===== src/rtl/pwm_pkg.sv =====
// Shared FSM state encoding and default widths for the PWM dead-time modulator.
package pwm_pkg;

    localparam int unsigned PWM_WIDTH_TRIANG = 7;
    localparam int unsigned PWM_DEADTIME_W   = 4;

    typedef enum logic [2:0] {
        IDLE    = 3'd0,
        LO      = 3'd1,
        DEAD_LH = 3'd2,
        HI      = 3'd3,
        DEAD_HL = 3'd4
    } pwm_state_t;

endpackage


===== src/rtl/pwm_dt_counter.sv =====
// Loadable dead-time down-counter; clear has priority over load, decrement saturates at zero.
module pwm_dt_counter
    import pwm_pkg::*;
#(
    parameter int unsigned DEADTIME_W = PWM_DEADTIME_W
) (
    input  logic                  clk,
    input  logic                  rst,
    input  logic                  load,
    input  logic [DEADTIME_W-1:0] load_val,
    input  logic                  clear,
    input  logic                  dec,
    output logic                  zero_c
);

    logic [DEADTIME_W-1:0] count;

    always_ff @(posedge clk or negedge rst) begin
        if (!rst) begin
            count <= '0;
        end else if (clear) begin
            count <= '0;
        end else if (load) begin
            count <= load_val;
        end else if (dec && (count != '0)) begin
            count <= count - DEADTIME_W'(1);
        end
    end

    assign zero_c = (count == '0);

endmodule


===== src/rtl/pwm_deadtime_modulator.sv =====
// One half-bridge leg: shadowed duty compare against the triangle carrier, complementary gates with dead time.
// Optional fault latch and forced-off behaviour enabled by defining PWM_FAULT_EN.
module pwm_deadtime_modulator
    import pwm_pkg::*;
#(
    parameter int unsigned WIDTH_TRIANG = PWM_WIDTH_TRIANG,
    parameter int unsigned DEADTIME_W   = PWM_DEADTIME_W
) (
    input  logic                    clk,
    input  logic                    rst,
    input  logic [WIDTH_TRIANG-1:0] carrier,
    input  logic [WIDTH_TRIANG-1:0] duty,
    input  logic [DEADTIME_W-1:0]   deadtime,
    input  logic                    enable,
`ifdef PWM_FAULT_EN
    input  logic                    fault,
    output logic                    fault_flag,
`endif
    output logic                    gate_hi,
    output logic                    gate_lo,
    output logic                    sync
);

    localparam logic [WIDTH_TRIANG-1:0] CARRIER_MAX = '1;

    pwm_state_t            state, state_nxt;
    logic [WIDTH_TRIANG-1:0] duty_sh;
    logic                  pwm_raw;
    logic                  extreme_c;
    logic                  force_idle_c;
    logic                  dt_nz_c;
    logic [DEADTIME_W-1:0] dt_load_val_c;
    logic                  cnt_load, cnt_clear, cnt_dec;
    logic                  cnt_zero_c;

    assign extreme_c     = (carrier == '0) || (carrier == CARRIER_MAX);
    assign dt_nz_c       = (deadtime != '0);
    assign dt_load_val_c = deadtime - DEADTIME_W'(1);

`ifdef PWM_FAULT_EN
    assign force_idle_c = !enable || fault || fault_flag;

    // Fault latch: only a disabled, fault-free edge re-arms the leg.
    always_ff @(posedge clk or negedge rst) begin
        if (!rst) begin
            fault_flag <= 1'b0;
        end else if (fault) begin
            fault_flag <= 1'b1;
        end else if (!enable) begin
            fault_flag <= 1'b0;
        end
    end
`else
    assign force_idle_c = !enable;
`endif

    // Duty shadow reloads only at carrier extremes; compare uses the shadowed value.
    always_ff @(posedge clk or negedge rst) begin
        if (!rst) begin
            duty_sh <= '0;
            pwm_raw <= 1'b0;
            sync    <= 1'b0;
        end else begin
            sync    <= extreme_c;
            pwm_raw <= (duty_sh == CARRIER_MAX) ? 1'b1 : (carrier < duty_sh);
            if (extreme_c) begin
                duty_sh <= duty;
            end
        end
    end

    pwm_dt_counter #(
        .DEADTIME_W (DEADTIME_W)
    ) u_dt_counter (
        .clk      (clk),
        .rst      (rst),
        .load     (cnt_load),
        .load_val (dt_load_val_c),
        .clear    (cnt_clear),
        .dec      (cnt_dec),
        .zero_c   (cnt_zero_c)
    );

    always_comb begin
        state_nxt = state;
        cnt_load  = 1'b0;
        cnt_clear = 1'b0;
        cnt_dec   = 1'b0;
        if (force_idle_c) begin
            state_nxt = IDLE;
            cnt_clear = 1'b1;
        end else begin
            case (state)
                IDLE: state_nxt = LO;
                LO: begin
                    if (pwm_raw) begin
                        state_nxt = dt_nz_c ? DEAD_LH : HI;
                        cnt_load  = dt_nz_c;
                    end
                end
                DEAD_LH: begin
                    if (!pwm_raw) begin
                        state_nxt = LO;
                        cnt_clear = 1'b1;
                    end else if (cnt_zero_c) begin
                        state_nxt = HI;
                    end else begin
                        cnt_dec = 1'b1;
                    end
                end
                HI: begin
                    if (!pwm_raw) begin
                        state_nxt = dt_nz_c ? DEAD_HL : LO;
                        cnt_load  = dt_nz_c;
                    end
                end
                DEAD_HL: begin
                    if (pwm_raw) begin
                        state_nxt = HI;
                        cnt_clear = 1'b1;
                    end else if (cnt_zero_c) begin
                        state_nxt = LO;
                    end else begin
                        cnt_dec = 1'b1;
                    end
                end
                default: begin
                    state_nxt = IDLE;
                    cnt_clear = 1'b1;
                end
            endcase
        end
    end

    // Gates decoded from the next state so they change on the same edge as the state.
    always_ff @(posedge clk or negedge rst) begin
        if (!rst) begin
            state   <= IDLE;
            gate_hi <= 1'b0;
            gate_lo <= 1'b0;
        end else begin
            state   <= state_nxt;
            gate_hi <= (state_nxt == HI);
            gate_lo <= (state_nxt == LO);
        end
    end

endmodule

===== config.mk =====
export PLATFORM = sky130hd
export DESIGN_NAME = pwm_deadtime_modulator
export DESIGN_NICKNAME = d
export VERILOG_FILES = /design/src/rtl/pwm_pkg.sv /design/src/rtl/pwm_dt_counter.sv /design/src/rtl/pwm_deadtime_modulator.sv
export SDC_FILE = /design/constraint.sdc
export NUM_CORES = 1
export LEC_CHECK = 0
export ABC_AREA = 0
export ABC_CLOCK_PERIOD_IN_PS = 3530
export BUFFER_PORTS_ARGS = -buffer_cell sky130_fd_sc_hd__buf_2
export CAP_MARGIN = 30
export CORE_UTILIZATION = 57
export DETAILED_ROUTE_END_ITERATION = 10
export HOLD_SLACK_MARGIN = 0.15
export PLACE_DENSITY = 0.8
export SLEW_MARGIN = 5
export SYNTH_ARGS = -nofsm -noshare
export SYNTH_HDL_FRONTEND = slang
export SYNTH_SLANG_ARGS = --single-unit

===== constraint.sdc =====
create_clock -name clk -period 3.53 [get_ports clk]
set_input_delay 0.706 -clock clk [delete_from_list [all_inputs] [get_ports clk]]
set_output_delay 0.706 -clock clk [all_outputs]
set_load 0.02 [all_outputs]

# After elaboration in Yosys (flattened, before gate mapping)

Index checks and enable logic that the tools add are counted.

Register bits after elaboration: 18
Output and inout port bits: 3
Bits of input ports: 21

Muxes and demuxes: 27
Equality and inequality tests: 8
$lt $le $gt $ge: 1
Reduce and logical (&&, ||, !) cells: 9
$add $sub $neg: 2

Operator list:

| operator              | count |
|---|---|
| $mux W3               | 8 |
| $pmux W3 S5           | 1 |
| $eq A7 B7 Y1 const B  | 2 |
| $mux W1               | 12 |
| $mux W4               | 3 |
| $eq A3 B2 Y1 const B  | 3 |
| $reduce_bool A4 Y1    | 2 |
| $sub A4 B1 Y4 const B | 2 |
| $logic_not A7 Y1      | 1 |
| $lt A7 B7 Y1          | 1 |
| $eq A3 B1 Y1 const B  | 2 |
| $logic_not A4 Y1      | 1 |
| $pmux W1 S2           | 2 |
| $eq A3 B3 Y1 const B  | 1 |
| $logic_not A3 Y1      | 1 |
| $pmux W1 S3           | 1 |
| $reduce_bool A3 Y1    | 1 |
| $reduce_or A3 Y1      | 1 |
| $logic_and A1 B1 Y1   | 1 |
| $logic_or A1 B1 Y1    | 1 |

# Longest topological paths before layout

Depth in word-level cells: 9
Gate-level depth with buffers: 8
Mapped depth without buffers: 7

# Modules after synthesis

Synthesis repeated with hierarchy kept, for this count alone.

Cell total of the unflattened synthesis: 126
Area total of the unflattened synthesis: 1191.1 um^2

By module, submodules not included:

| module                 | cells an instance | area each (um^2) | times used |
|---|---|---|---|
| pwm_deadtime_modulator | 95                | 898.4            | 1 |
| pwm_dt_counter         | 31                | 292.8            | 1 |

# Worst setup path before layout

No wires, ideal clock.

Kind: input to register
Start point: in deadtime[3]
End point: reg u_dt_counter.count[2]
Data arrival time: 1.990 ns
Slack: 1.414 ns
Path buffers: 0
Required time: 3.404 ns
Cell stages on the path: 6
Cell sequence: nor4_4 > nor3_4 > mux2i_1 > ha_1 > and4_1 > o311a_1

Cells in the longest elaborated chain, start to end: 6

RTL lines:

| element                           | RTL line                                                    | source |
|---|---|---|
| start: declaration                | pwm_deadtime_modulator.sv:13                                | `input logic [DEADTIME_W-1:0] deadtime,` |
| $reduce_bool A4 Y1 (*)            | pwm_deadtime_modulator.sv:37                                | `assign dt_nz_c = (deadtime != '0);` |
| $mux W1, on equally long branches | pwm_deadtime_modulator.sv:112, pwm_deadtime_modulator.sv:96 |  |
| $pmux W1 S2 (*)                   | pwm_deadtime_modulator.sv:93                                | `case (state)` |
| $mux W1 (*)                       | pwm_deadtime_modulator.sv:89                                | `if (force_idle_c) begin` |
| $mux W4                           | pwm_dt_counter.sv:23                                        | `end else if (load) begin` |
| $mux W4                           | pwm_dt_counter.sv:21                                        | `end else if (clear) begin` |
| end signal: assignment            | pwm_dt_counter.sv:24                                        | `count <= load_val;` |
| end signal: assignment            | pwm_dt_counter.sv:26                                        | `count <= count - DEADTIME_W'(1);` |
| end: declaration                  | pwm_dt_counter.sv:16                                        | `logic [DEADTIME_W-1:0] count;` |

Mark *: on every way between the ends. The rest lies on a longest branch, timed or not.
A chain may end at the register's enable or synchronous reset.

# Final worst setup path

Start point: reg pwm_raw
End point: reg u_dt_counter.count[2]

Cells in the longest elaborated chain, start to end: 5

RTL lines:

| element                                        | RTL line                                   | source |
|---|---|---|
| start: declaration                             | pwm_deadtime_modulator.sv:28               | `logic pwm_raw;` |
| start signal: assignment                       | pwm_deadtime_modulator.sv:65               | `pwm_raw <= (duty_sh == CARRIER_MAX) ? 1'b1 : (carrier < duty_sh);` |
| $mux W1, on equally long branches              | --                                         |  |
| $pmux W1 S2                                    | pwm_deadtime_modulator.sv:93               |  |
| $mux W1                                        | pwm_deadtime_modulator.sv:89               |  |
| $mux W4 or $logic_and A1 B1 Y1 (tied branches) | pwm_dt_counter.sv:23, pwm_dt_counter.sv:25 |  |
| $mux W4 or $reduce_bool A3 Y1 (tied branches)  | --                                         |  |

Several ways; a longest one is shown, not always the timed one.

==> out/summary.json <==
{
  "syn-num-nets": 137,
  "hold_buffers": 0,
  "synthesis.area_per_instance_sq_um": 10.7,
  "postRouteAntennaNets": 0,
  "maxSlewHeadroom": 0.702,
  "netlist-cell-type-count": 38,
  "cts_resized": 0,
  "post-synth-top-area-fraction": 0.387,
  "dieArea_sq_um": 2230,
  "grt_peak_use_layer": "met2",
  "dp_worst_setup_slack_ns": 1.17,
  "finalHoldViolCount": 0,
  "most-common-layout-cells": "sky130_fd_sc_hd__buf_2 (23), sky130_fd_sc_hd__dfrtp_1 (18), sky130_fd_sc_hd__inv_1 (10)",
  "synth_enable_flop_cells": 0,
  "crit_path_start_kind": "flip-flop",
  "largest_net_degree_at_the_start_of_global_routing": 19,
  "floorplan.initialDensity": 0.640,
  "rsz0062_at_grt": "no",
  "worst_r2r_endpoint": "u_dt_counter.count[2]$_DFFE_PN0P_",
  "yosys.area.top_type": "sky130_fd_sc_hd__dfrtp_1",
  "die-width_um": 47.2,
  "fin_hold_ws_ns": 0.322,
  "yosys.area_share.simple": 0.220,
  "synth.cell_area_sq_um": 1160,
  "cts_root_buffer": "sky130_fd_sc_hd__clkbuf_4",
  "worst-endpoint-arrival_ns": 2.32,
  "fin_nets": 162,
  "skew_ns": 0.00213,
  "synth_top_cells_by_area": "sky130_fd_sc_hd__dfrtp_1 (39%), sky130_fd_sc_hd__ha_1 (7.5%), sky130_fd_sc_hd__mux2_2 (6.8%)",
  "final_cell_count_no_fill": 158,
  "fillers": 134,
  "cells_after_synthesis": 109,
  "postLayoutSetupSlackWorst_ns": 1.39,
  "grt_pass1_wl_mm": 3.78,
  "totalPowerFinal_mw": 0.625,
  "power.density_nw_per_um2": 475,
  "clock_path_buffers": 2,
  "crit_path_end_kind": "flip-flop",
  "cts_htree_levels": 1,
  "grt_util_all_layers": 0.248,
  "synth_adder_area_share": 0.0752,
  "seq_area_sq_um": 450,
  "finalWorstPathRequiredPeriod_ns": 2.14,
  "status": "completed",
  "timing.final.max_slew_violations": 0,
  "tritoncts.num_buffers": 3,
  "maxClockFrequency_ghz": 0.466,
  "core_box_area_sq_um": 1820,
  "synthesis.yosys.warnings": 0,
  "reg2reg_setup_slack_ns": 1.39,
  "dr.pass1.iters": 4,
  "worstReg2RegStart": "pwm_raw$_DFF_PN0_",
  "antenna_violations_before_repair": 0,
  "synthMuxAreaShare": 0.0934,
  "route.vias.total": 938,
  "num_rows": 15,
  "class_of_the_worst_hold_path": "input pin to async pin",
  "layout.cells.most_common": "sky130_fd_sc_hd__buf_2",
  "leakage_component_of_the_power_nw": 0.618,
  "synthArstFlopShare": 1.00,
  "use_met3": 0.0846,
  "cp.required_ns": 3.71,
  "synth_ff_type": "sky130_fd_sc_hd__dfrtp_1",
  "cp_max_fo": 11,
  "drive_gt1_frac": 0.308,
  "finalSetupViolCount": 0,
  "gp_weighted_congestion": 0.855,
  "io_buffers": 23,
  "synth_compound_area_frac": 0.148,
  "synth_xor_xnor_area_share": 0.0150,
  "cts_num_sinks": 18,
  "post_cts.repair.setup_buffers": 0,
  "period_utilization_post_route": 0.607,
  "area_used_by_multi_input_combinational_logic_sq_um": 643,
  "yosysSeqAreaShare": 0.387,
  "clock_insertion_delay_worst_skew_ns": 0.28,
  "irDropWorstVdd_mv": 0.347,
  "dpl.hpwl_mm": 1.80,
  "fin_tns_setup_ns": 0,
  "route.detailed.vias_per_inst": 5.94,
  "tritoncts": "built",
  "drt_drc_violations_left": 0,
  "dpl.cell_count": 154,
  "wire_per_inst_um": 14.1,
  "routed_wl_mm": 2.23,
  "via_count_of_the_first_global_routing_pass": 919,
  "groute.layer.met1.usage": 0.290,
  "area_growth_pct": 12.8,
  "use_met2": 0.439,
  "category_of_the_critical_setup_timing_path": "flip-flop to flip-flop",
  "io-pin-count": 24,
  "timing.critical_path.from": "pwm_raw$_DFF_PN0_",
  "number_of_diodes_added_for_antenna_fixing": 0,
  "floorplan.die.height_um": 47.2,
  "drtIter0Drc": 17,
  "grt_overflow_total": 0,
  "max_slew.worst_pin.slew_ns": 0.448,
  "yosys_register_bits": 18,
  "main_combinational_cell_family_by_area_after_synthesis": "simple AND/OR/NAND/NOR gates",
  "crit_end": "u_dt_counter.count[2]$_DFFE_PN0P_",
  "worst_r2r_path_depth": 6,
  "cts.reportedPaths.clkPinSlew_ns": 0.09,
  "cap_violations": 0
}
## cell families (layout without fill, tap and decap cells)
logic type                 count (synthesis)  after routing
adders and majority gates                  7              7
xor gates and xnor gates                   2              2
AOI/OAI and AO/OA                         24             24
DFF                                       18             18
buffers and inverters                     13             37
muxes                                     10             10
and+or+nand+nor                           35             35
## metrics by stage
step / utilization / cell area [sq um]
6_report: 0.722 / 1310
4_1_cts: 0.722 / 1310
3_5_place_dp: 0.702 / 1280
3_3_place_gp: 0.702 / 1280
2_1_floorplan: - / 1160
5_1_grt: 0.722 / 1310
## how the worst min path moves through the flow
stage / to / slack [ns] / cells past startpoint
finish: gate_lo$_DFF_PN0_ / 0.32 / 1
global route: gate_hi$_DFF_PN0_ / 0.33 / 1
CTS: gate_lo$_DFF_PN0_ / 0.33 / 1
detailed placement: duty_sh[2]$_DFFE_PN0P_ / 0.53 / 1
global placement: duty_sh[1]$_DFFE_PN0P_ / 0.52 / 1
floorplan: duty_sh[0]$_DFFE_PN0P_ / 0.41 / 0
## critical path, stage by stage, from the launching register on
cell and delay (ns):
sky130_fd_sc_hd__dfrtp_1 0.52, sky130_fd_sc_hd__xnor2_1 0.22, sky130_fd_sc_hd__nor3_4 0.37, sky130_fd_sc_hd__mux2i_1 0.27
sky130_fd_sc_hd__ha_1 0.23, sky130_fd_sc_hd__a31oi_1 0.10, sky130_fd_sc_hd__o311a_1 0.34
## layout make-up
class / instances / share of cell area
flip-flops and latches: 18 / 0.343
well taps: 25 / 0.0238
repair buffers: 23 / 0.0876
clock buffers: 4 / 0.0276
multi-input cells: 78 / 0.490
inverters: 10 / 0.0286
## power by group
part           switching [mW]  leakage (nW)  total (mW)  internal (mW)
clock                  0.0572        0.0210       0.120         0.0628
sequential             0.0559         0.235       0.300          0.244
combinational           0.102         0.362       0.205          0.103
## state kept, by name (all words and copies together), names as in the netlist
register / flops
state: 3
gate_hi: 1
pwm_raw: 1
u_dt_counter.count: 4
sync: 1
duty_sh: 7
gate_lo: 1
## per-layer routing
metal / routed length, um / up-vias / share of wire
met5: 0 / - / 0
met4: 33 / 0 / 0.015
met3: 101 / 6 / 0.045
met2: 1110 / 25 / 0.50
met1: 981 / 445 / 0.44
li1: - / 462 / -
## synthesized netlist by cell type, types with 3 or more instances
library cell	count
sky130_fd_sc_hd__mux2i_1	3
sky130_fd_sc_hd__nand3b_1	4
sky130_fd_sc_hd__nor4_1	4
sky130_fd_sc_hd__nor3_1	3
sky130_fd_sc_hd__nor2_1	3
sky130_fd_sc_hd__buf_6	3
sky130_fd_sc_hd__ha_1	7
sky130_fd_sc_hd__nand2_1	6
sky130_fd_sc_hd__a21oi_1	4
sky130_fd_sc_hd__dfrtp_1	18
sky130_fd_sc_hd__mux2_2	7
sky130_fd_sc_hd__o21ai_0	5
sky130_fd_sc_hd__inv_1	10
Note: power is estimated with default switching activity, not from simulation.
